$ cat config.mk
export PLATFORM = sky130hd
export DESIGN_NAME = branch_resolve_ctrl
export DESIGN_NICKNAME = d
export VERILOG_FILES = /design/src/rtl/branch_resolve_ctrl.sv
export SDC_FILE = /design/constraint.sdc
export NUM_CORES = 1
export LEC_CHECK = 0
export BUFFER_PORTS_ARGS = -buffer_cell sky130_fd_sc_hd__buf_2
export CORE_UTILIZATION = 61
export DETAILED_ROUTE_END_ITERATION = 10
export PLACE_DENSITY = 0.9
export RECOVER_POWER = 25
export SLEW_MARGIN = 20
export SYNTH_ARGS = -nofsm -noshare
export SYNTH_HDL_FRONTEND = slang
export SYNTH_SLANG_ARGS = --single-unit
$ cat constraint.sdc
create_clock -name clk -period 14.47 [get_ports clk]
set_input_delay 0.7235 -clock clk [delete_from_list [all_inputs] [get_ports clk]]
set_output_delay 0.7235 -clock clk [all_outputs]
set_load 0.1 [all_outputs]
$ cat src/rtl/branch_resolve_ctrl.sv
// Branch resolve/predict controller: 2-bit BHT, mispredict redirect and flush.
// Optional perf counters under BRANCH_PERF_CNT_EN.
module branch_resolve_ctrl #(
  parameter int BHT_IDX_W    = 6,
  parameter int FLUSH_CYCLES = 2
) (
  input  logic        clk,
  input  logic        rst,
  input  logic [31:0] if_pc,
  output logic        if_pred_taken,
  input  logic        ex_valid,
  input  logic [6:0]  ex_opcode,
  input  logic [31:0] ex_pc,
  input  logic [31:0] ex_target,
  input  logic        ex_br_en,
  input  logic        ex_pred_taken,
  input  logic        stall,
  output logic        redirect_valid,
  output logic [31:0] redirect_pc,
  output logic        flush,
  output logic        busy,
  output logic [15:0] perf_branches,
  output logic [15:0] perf_mispredicts
);

  localparam int          ENTRIES = 2 ** BHT_IDX_W;
  localparam logic [6:0]  OP_BR   = 7'b1100011;

  typedef enum logic {RUN, FLUSH} state_t;

  state_t state, state_nxt;
  logic [3:0] cnt, cnt_nxt;
  logic [1:0] bht [ENTRIES];
  logic [1:0] ctr_cur, ctr_nxt;
  logic [BHT_IDX_W-1:0] if_idx, ex_idx;
  logic resolve, mispred;
  logic unused_pc_bits;

  assign if_idx  = if_pc[BHT_IDX_W+1:2];
  assign ex_idx  = ex_pc[BHT_IDX_W+1:2];
  assign unused_pc_bits = ^{if_pc[31:BHT_IDX_W+2], if_pc[1:0]};

  assign resolve = ex_valid && (ex_opcode == OP_BR) && !stall
                   && (state == RUN);
  assign mispred = resolve && (ex_br_en != ex_pred_taken);

  assign if_pred_taken = bht[if_idx][1];
  assign ctr_cur       = bht[ex_idx];
  assign flush         = (state == FLUSH);
  assign busy          = (state == FLUSH);

  // Saturating counter step for the resolving branch
  always_comb begin
    ctr_nxt = ctr_cur;
    if (ex_br_en) begin
      if (ctr_cur != 2'b11) ctr_nxt = ctr_cur + 2'b01;
    end else begin
      if (ctr_cur != 2'b00) ctr_nxt = ctr_cur - 2'b01;
    end
  end

  // Prediction table write; lookup in the same cycle sees the old value
  always_ff @(posedge clk or posedge rst) begin
    if (rst) begin
      for (int i = 0; i < ENTRIES; i++) bht[i] <= 2'b01;
    end else if (resolve) begin
      bht[ex_idx] <= ctr_nxt;
    end
  end

  // State and flush counter register
  always_ff @(posedge clk or posedge rst) begin
    if (rst) begin
      state <= RUN;
      cnt   <= 4'd0;
    end else begin
      state <= state_nxt;
      cnt   <= cnt_nxt;
    end
  end

  // Next state: enter FLUSH on mispredict, count down ignoring stall
  always_comb begin
    state_nxt = state;
    cnt_nxt   = cnt;
    unique case (state)
      RUN: begin
        if (mispred) begin
          state_nxt = FLUSH;
          cnt_nxt   = 4'(FLUSH_CYCLES - 1);
        end
      end
      FLUSH: begin
        if (cnt == 4'd0) state_nxt = RUN;
        else cnt_nxt = cnt - 4'd1;
      end
      default: state_nxt = RUN;
    endcase
  end

  // One-cycle redirect strobe; PC holds its last corrected value
  always_ff @(posedge clk or posedge rst) begin
    if (rst) begin
      redirect_valid <= 1'b0;
      redirect_pc    <= 32'd0;
    end else begin
      redirect_valid <= mispred;
      if (mispred)
        redirect_pc <= ex_br_en ? ex_target : ex_pc + 32'd4;
    end
  end

`ifdef BRANCH_PERF_CNT_EN
  // Saturating resolve and mispredict counters
  always_ff @(posedge clk or posedge rst) begin
    if (rst) begin
      perf_branches    <= 16'h0000;
      perf_mispredicts <= 16'h0000;
    end else begin
      if (resolve && perf_branches != 16'hFFFF)
        perf_branches <= perf_branches + 16'd1;
      if (mispred && perf_mispredicts != 16'hFFFF)
        perf_mispredicts <= perf_mispredicts + 16'd1;
    end
  end
`else
  assign perf_branches    = 16'h0000;
  assign perf_mispredicts = 16'h0000;
`endif

endmodule

==> reports/results.tsv, run 1 <==
stage	metric	value	unit
status	status	finished with violations	
status	violated checks	capacitance limit, slew limit	
power	Seq pwr share	41.9	%
synth	Mapped Avg Cell Area	11.53	µm²
cells_and_area	Final nets	1018	
worst_hold_path	Hold Crit Start	redirect_pc[21]$_DFFE_PP0P_	
die	Chip Width	125.9	µm
cells_and_area	ANT cells	0	
power	clock power share	43.6	%
critical_path	R2R depth	7	
cells_and_area	storage element area	0.004234	mm²
clock_tree	# resized after CTS	0	
timing	Final Hold Fails	0	
detailed_routing	wire per inst	21.60	µm
critical_path	CP endpoint kind	output port	
power	pwr dens	109.6	mW/mm²
placed_design	area of placed instances	0.009848	mm²
timing	final max-slew violation count	96	
die	IO Pins	177	
grt	M3 GR Usage	8.411	%
placed_design	Port Buf Inserts	118	
worst_hold_path	Min-Delay Path Class	reg2reg	
die	Die Y	125.9	µm
critical_path	R2R setup slack	11300	ps
synth	EDFF count, synth	0	
cells_and_area	post-route cell area	0.01049	mm²
placed_design	GP Congestion	0.8806	
critical_path	Crit path required time	13750	ps
clock_tree	clk_lat worst skew	440	ps
detailed_routing	drt pass-1 iters	7	
grt	grt met1 use	39.76	%
die	Core Area	0.01475	mm²
cells_and_area	Multi-input gate area	0.004720	mm²
timing	Relative slew margins	-174.8	%
detailed_routing	vias	6966	
grt	met2 Use GR	50.67	%
clock_tree	# hold bufs at CTS	0	
clock_tree	# H-tree levels	4	
clock_tree	Post-CTS Setup Repair Bufs	0	
detailed_routing	DRT iter0 DRCs	657	
clock_tree	Root Driver	clkbuf_16	
timing	f_max	0.2538	GHz
timing	Setup violations, final	0	
timing	Final Skew	9.586	ps
power	sw frac	28.74	%
clock_tree	CTS tree	done	
detailed_routing	via/cell ratio	6.310	
critical_path	WS Path Type	in2out	
synth	synth warn	0	
synth	FF+latch count, synth	166	
worst_hold_path	hold depth	2	
worst_hold_path	Hold Path End	redirect_pc[21]$_DFFE_PP0P_	
grt	GR Overflow Total	0	
timing	Final Cycle Share	27.23	%
placed_design	Post-DP HPWL	15550	µm
detailed_routing	drc violations	0	
die	num rows	44	
timing	Final min period	3940	ps
grt	vias in the first global route	6981	
cells_and_area	share of layout cells above drive strength 1	44.13	%
power	VDD IR-drop max	0.00008901	V
critical_path	Worst Setup SP	if_pc[2]	
grt	GRT Total Usage	31.29	%
critical_path	Worst Path Max Fanout	16	
cells_and_area	fillers	971	
detailed_routing	post-route ant nets	0	
cells_and_area	Area Overhead vs Synth	11.98	%
synth	Synth Instances	813	
clock_tree	clk buf depth	2	
power	net switching power figure	0.0003305	W
grt	initial antenna violation count	0	
critical_path	R2R Path Start	bht[118]$_DFFE_PP1P_	
run	max-cap violations	1	
grt	largest net degree at the start of global routing	96	
critical_path	Reg-to-Reg End	bht[50]$_DFFE_PP1P_	
synth	ys flop type	dfrtp_1	
synth	synth unique cells	58	
die	starting density of the core	63.51	%
timing	unrepaired setup endpoints after global routing	no	
critical_path	Setup crit start kind	primary input	
clock_tree	clock sink count	166	
timing	Final TNS setup	0	ps
synth	asr flop ratio synth	100.0	%
grt	first-pass GRT wire length	37630	µm
synth	register area share after synthesis	45.19	%
detailed_routing	WL final	23840	µm
grt	layer carrying the most global-route usage	met2	
clock_tree	Num CTS Buffers	17	
power	Leak	4.775	nW
die	die area	0.01586	mm²
power	Comb power frac	14.5	%
timing	actual slew at the worst max-slew pin	4100	ps
synth	synthesized cell area	0.009370	mm²
critical_path	CP Data Arrival Time	3220	ps
power	internal power	0.0008196	W
clock_tree	Worst-path clk slew	60	ps
[power by group through the flow]
stage / clock [W] / sequential (W) / combinational, W
after global routing: 0.000522 / 0.000483 / 0.000176
after detailed placement: 0 / 0.000489 / 0.000163
after floorplan: 0 / 0.000510 / 0.000114
after global placement: 0 / 0.000489 / 0.000161
after CTS: 0.000502 / 0.000482 / 0.000165
final: 0.000501 / 0.000482 / 0.000167
[area by class of cell]
type	instances	share of cell area (%)
clock buffers	19	4.221
well taps	184	2.194
inverters	9	0.3339
repair buffers	123	5.986
multi-input cells	590	44.98
flip-flops and latches	166	40.35
clock inverters	13	1.932
[metrics by stage]
step | std cells | worst slack (ps) | util (%) | hold slack [ps] | power, W
finish | 1104 | 10530 | 71.12 | 478.6 | 0.001150
global route | 1104 | 10000 | 71.12 | 509.4 | 0.001181
CTS | 1104 | 10550 | 71.12 | 480.5 | 0.001150
detailed placement | 1072 | 10270 | 66.75 | 465.7 | 0.0006521
global placement | 1072 | 10340 | 66.75 | 460.7 | 0.0006493
floorplan | 844 | 9362 | - | 487.0 | 0.0006240
[how the worst max path moves through the flow]
stage | to | slack [ps] | cells after the start
2_1_floorplan | bht[101]$_DFFE_PP0P_ | 9360 | 1
3_3_place_gp | bht[60]$_DFFE_PP1P_ | 10340 | 9
3_5_place_dp | bht[50]$_DFFE_PP1P_ | 10270 | 9
4_1_cts | if_pred_taken | 10550 | 5
5_1_grt | bht[87]$_DFFE_PP0P_ | 10000 | 3
6_report | if_pred_taken | 10530 | 5
[kinds of logic after synthesis]
logic type / after synthesis / synth area share, %
and+or+nand+nor: 238 / 11.42
muxes: 201 / 28.79
DFF: 166 / 45.19
AOI/OAI and AO/OA: 88 / 5.755
buffers and inverters: 88 / 5.808
xor gates and xnor gates: 28 / 2.617
adders and majority gates: 3 / 0.3872
other: 1 / 0.04002
[registers in the layout, indices dropped and copies added, names as in the netlist]
register and cells:
bht 128, busy 1, cnt 4, redirect_pc 32
redirect_valid 1
[cells in the mapped netlist (2+ instances only)]
| master | n | share of area [%] |
|---|---|---|
| buf_1 | 3 | 0.12 |
| mux4_2 | 40 | 9.6 |
| xnor2_1 | 15 | 1.4 |
| nand4_1 | 6 | 0.40 |
| and3_1 | 11 | 0.73 |
| mux2_2 | 135 | 16 |
| nand3_1 | 23 | 1.2 |
| o22ai_1 | 5 | 0.33 |
| o22a_1 | 3 | 0.28 |
| clkbuf_1 | 22 | 0.88 |
| and2_1 | 3 | 0.20 |
| nand2_1 | 88 | 3.5 |
| nor3_1 | 5 | 0.27 |
| inv_2 | 2 | 0.080 |
| a21oi_1 | 25 | 1.3 |
| or3_1 | 4 | 0.27 |
| dfstp_2 | 64 | 18 |
| ha_1 | 2 | 0.27 |
| mux2i_1 | 25 | 2.7 |
| a22oi_1 | 6 | 0.48 |
| nand2b_1 | 3 | 0.20 |
| dfrtp_1 | 102 | 27 |
| nor4_1 | 4 | 0.27 |
| o211ai_1 | 4 | 0.32 |
| o21ai_0 | 31 | 1.7 |
| or2_2 | 3 | 0.20 |
| buf_2 | 9 | 0.48 |
| a221oi_1 | 3 | 0.28 |
| a31o_2 | 2 | 0.19 |
| nor2b_1 | 4 | 0.27 |
| xor2_1 | 13 | 1.2 |
| buf_4 | 36 | 2.9 |
| buf_6 | 9 | 1.1 |
| inv_1 | 6 | 0.24 |
| nor2_1 | 74 | 3.0 |
[per-layer routing]
layer,vias to the layer above,share of wire [%]
met3,77,9.6
met2,405,49
met1,3440,38
met5,-,0
li1,3044,-
met4,0,3.4
[layout by cell type, fill, tap and decap left out, drive strengths merged, types with 6 or more instances in the layout]
master and n:
clkinv 6, nand2 88, mux4 41, nand4 6
xor2 13, inv 8, conb 32, dfrtp 102
mux2i 25, xnor2 15, a21oi 25, mux2 135
dfstp 64, o21ai 32, buf 123, clkbuf 19
nor2 74, a22oi 6, nand3 24, and3 11
[worst max-delay path, stage by stage]
cell	delay [ps]
buf_2	500
mux4_2	620
mux4_2	510
mux4_2	530
buf_2	320
No activity file was read; power rests on OpenSTA's default activity.
==> run 2: changes to the inputs <==
CORE_UTILIZATION = 56   (was 61)
PLACE_DENSITY = 0.83   (was 0.9)
clock period = 4 ns   (was 14.47 ns; I/O delays follow)
==> run 2 against run 1 <==
Largest power group unchanged. First-iteration DRC count shrank 22%. The flow still finishes with violations (capacitance limit, slew limit). Combinational power grew to 3.6 times the previous value. Highest routed layer unchanged. Clock-buffer cell count up 1. Total power grew to 3.6 times the previous value. Utilization fell by 5.4 points. Die area grew 8.8%. Global-route usage is 3.3 points lower. Sequential share of layout area fell by 0.36 points. Clock skew shrank 1.7 ps. Wire length down 2.6%. Register-to-register slack got worse by 10000 ps. Sequential cell count unchanged. Critical path type is now reg2out.
==> reports/results.tsv, run 2 (synthesized netlist as in run 1, its figures left out) <==
stage	metric	value	unit	change
status	status	finished with violations		
clock_tree	# H-tree levels	4		unchanged
grt	GR Overflow Total	0		unchanged
timing	Final Hold Fails	0		unchanged
die	Die Y	131.4	µm	+4.3%
power	Leak	4.699	nW	-1.6%
clock_tree	Post-CTS Setup Repair Bufs	0		unchanged
critical_path	slowest CP cell	mux4_2		
detailed_routing	drc violations	0		unchanged
timing	Relative slew margins	-20.90	%	+150 points
die	num rows	46		+4.5%
timing	Final Skew	7.838	ps	-1.748 ps
critical_path	most frequent CP cell	mux4_2		
grt	GRT Total Usage	28.01	%	-3.3 points
die	IO Pins	177		unchanged
placed_design	Setup WS pre-CTS	817.2	ps	-9451 ps
clock_tree	CTS tree	done		
placed_design	Port Buf Inserts	118		unchanged
detailed_routing	drt pass-1 iters	5		-2
detailed_routing	wire per inst	20.26	µm	-6.2%
critical_path	R2R depth	6		-1
placed_design	Post-DP HPWL	16250	µm	+4.5%
critical_path	CP endpoint kind	output port		
detailed_routing	via/cell ratio	5.975		-5.3%
cells_and_area	fillers	1214		+25%
timing	f_max	0.3446	GHz	
clock_tree	clk_lat worst skew	430	ps	about the same
cells_and_area	largest registers	bht (128), redirect_pc (32), cnt (4)		
timing	Worst Slack Setup Final	1098	ps	-9432 ps
cells_and_area	Final nets	1028		+0.98%
run	max-cap violations	1		unchanged
status	violated checks	capacitance limit, slew limit		
timing	actual slew at the worst max-slew pin	1804	ps	-2296 ps
clock_tree	Root Driver	clkbuf_16		
detailed_routing	post-route ant nets	0		unchanged
worst_hold_path	Min-Delay Path Class	in2reg		
critical_path	max incr delay on CP	530	ps	-90 ps
die	die area	0.01725	mm²	+8.8%
timing	Setup violations, final	0		unchanged
cells_and_area	max reg flops	128		unchanged
die	Core Area	0.01612	mm²	+9.2%
grt	largest net degree at the start of global routing	72		-25%
cells_and_area	share of layout cells above drive strength 1	41.61	%	-2.5 points
power	pwr dens	390.5	mW/mm²	+260%
grt	vias in the first global route	6880		-1.4%
critical_path	CP delay by family, top	multiplexers		
timing	unrepaired setup endpoints after global routing	no		
critical_path	Buffers & Inverters on Critical Path	1		-1
power	VDD IR-drop max	0.0003074	V	+250%
timing	final max-slew violation count	40		-58%
timing	Final Cycle Share	72.54	%	
critical_path	Stages on worst setup path	4		-1
cells_and_area	Biggest register	bht		
detailed_routing	DRT iter0 DRCs	513		-22%
critical_path	Worst Path Max Fanout	3		-13
timing	Final min period	2902	ps	
placed_design	GP Congestion	0.9240		+4.9%
clock_tree	clk buf depth	2		unchanged
critical_path	WS Path Type	reg2out		
worst_hold_path	hold depth	3		+1
critical_path	Setup crit start kind	flip-flop		
die	starting density of the core	58.14	%	-5.4 points
cells_and_area	most frequent cells in the layout	mux2_2, dfrtp_1, buf_2		
detailed_routing	WL final	23220	µm	-2.6%
cells_and_area	leading cell type in the layout, fill and taps excluded	mux2_2		
cells_and_area	ANT cells	0		unchanged
die	Chip Width	131.4	µm	+4.3%
critical_path	Crit path required time	3800	ps	-9950 ps
detailed_routing	vias	6847		-1.7%
timing	Final TNS setup	0	ps	unchanged
critical_path	critical path cell sequence	mux4_2, mux4_2, mux4_2, buf_2		
grt	first-pass GRT wire length	37140	µm	-1.3%
critical_path	CP Data Arrival Time	2700	ps	-520 ps
clock_tree	Num CTS Buffers	17		unchanged
grt	initial antenna violation count	0		unchanged
clock_tree	Worst-path clk slew	60	ps	about the same
cells_and_area	Area Overhead vs Synth	12.99	%	
clock_tree	clock sink count	166		unchanged
[run 2: changes by cell type in the layout (fill, tap and decap cells not counted), sizes merged]
cell	delta
clkinv	-2
clkbuf	+29
buf	-19
inv	-1
clkinvlp	+2
dlygate4sd3	+1
[run 2: metal layers]
metal / track usage [%] / vias to the layer above / routed length [µm]
li1: - / 3077 / -
met5: 0 / - / 0
met2: 46.19 / 309 / 11470
met3: 6.481 / 58 / 1816
met4: 13.95 / 0 / 805
met1: 34.68 / 3403 / 9129
[run 2: stage by stage]
stage               power [W]  utilization, %  cells  instance area, µm²  hold slack [ps]
floorplan            0.002258               -    844                9490            361.3
global placement     0.002360           61.93   1113                9980            430.3
detailed placement   0.002367           61.93   1113                9980            429.2
CTS                  0.004161           66.02   1146               10640            14.36
global route         0.004265           65.70   1146               10590            45.32
finish               0.004134           65.70   1146               10590            15.96
[run 2: worst register-to-register path: cells and delay by family, from the launching register on]
kind          cells  cell delay, ps
simple gates      5            1940
flops             1             410
mux               1             330
[run 2: area by class of cell]
cell class	count	area (µm²)	area share, %
Multi-Input combinational cell	590	4717	44.55
Sequential cell	166	4234	39.99
Timing Repair Buffer	133	681.9	6.441
Clock buffer	20	446.7	4.219
Tap cell	216	270.3	2.553
Clock inverter	12	202.7	1.914
Inverter	9	35.03	0.3309
[run 2: report_power, final]
group          leakage (nW)  switching, W  total [W]  internal [W]
combinational          2.32      0.000467   0.000598      0.000131
sequential             2.08     0.0000246    0.00174       0.00172
clock                 0.302      0.000672    0.00180       0.00112
[run 2: worst paths after layout]
| path | from | end | slack [ps] |
|---|---|---|---|
| max reg2reg | busy$_DFF_PP0_ | bht[91]$_DFFE_PP0P_ | 1210 |
| max in group asynchronous | rst | bht[89]$_DFFE_PP0P_ | 1190 |
| min reg2reg | redirect_pc[30]$_DFFE_PP0P_ | redirect_pc[30]$_DFFE_PP0P_ | 480 |
| min in group asynchronous | rst | redirect_pc[7]$_DFFE_PP0P_ | 760 |
| max | bht[49]$_DFFE_PP0P_ | if_pred_taken | 1100 |
| min | ex_target[31] | redirect_pc[31]$_DFFE_PP0P_ | 20 |
[run 2: repair_timing]
item                       4_1_cts  5_1_grt
setup endpoints to repair        0        0
hold buffers                     1        0
hold endpoints to repair        37        0
resized for setup                0        0
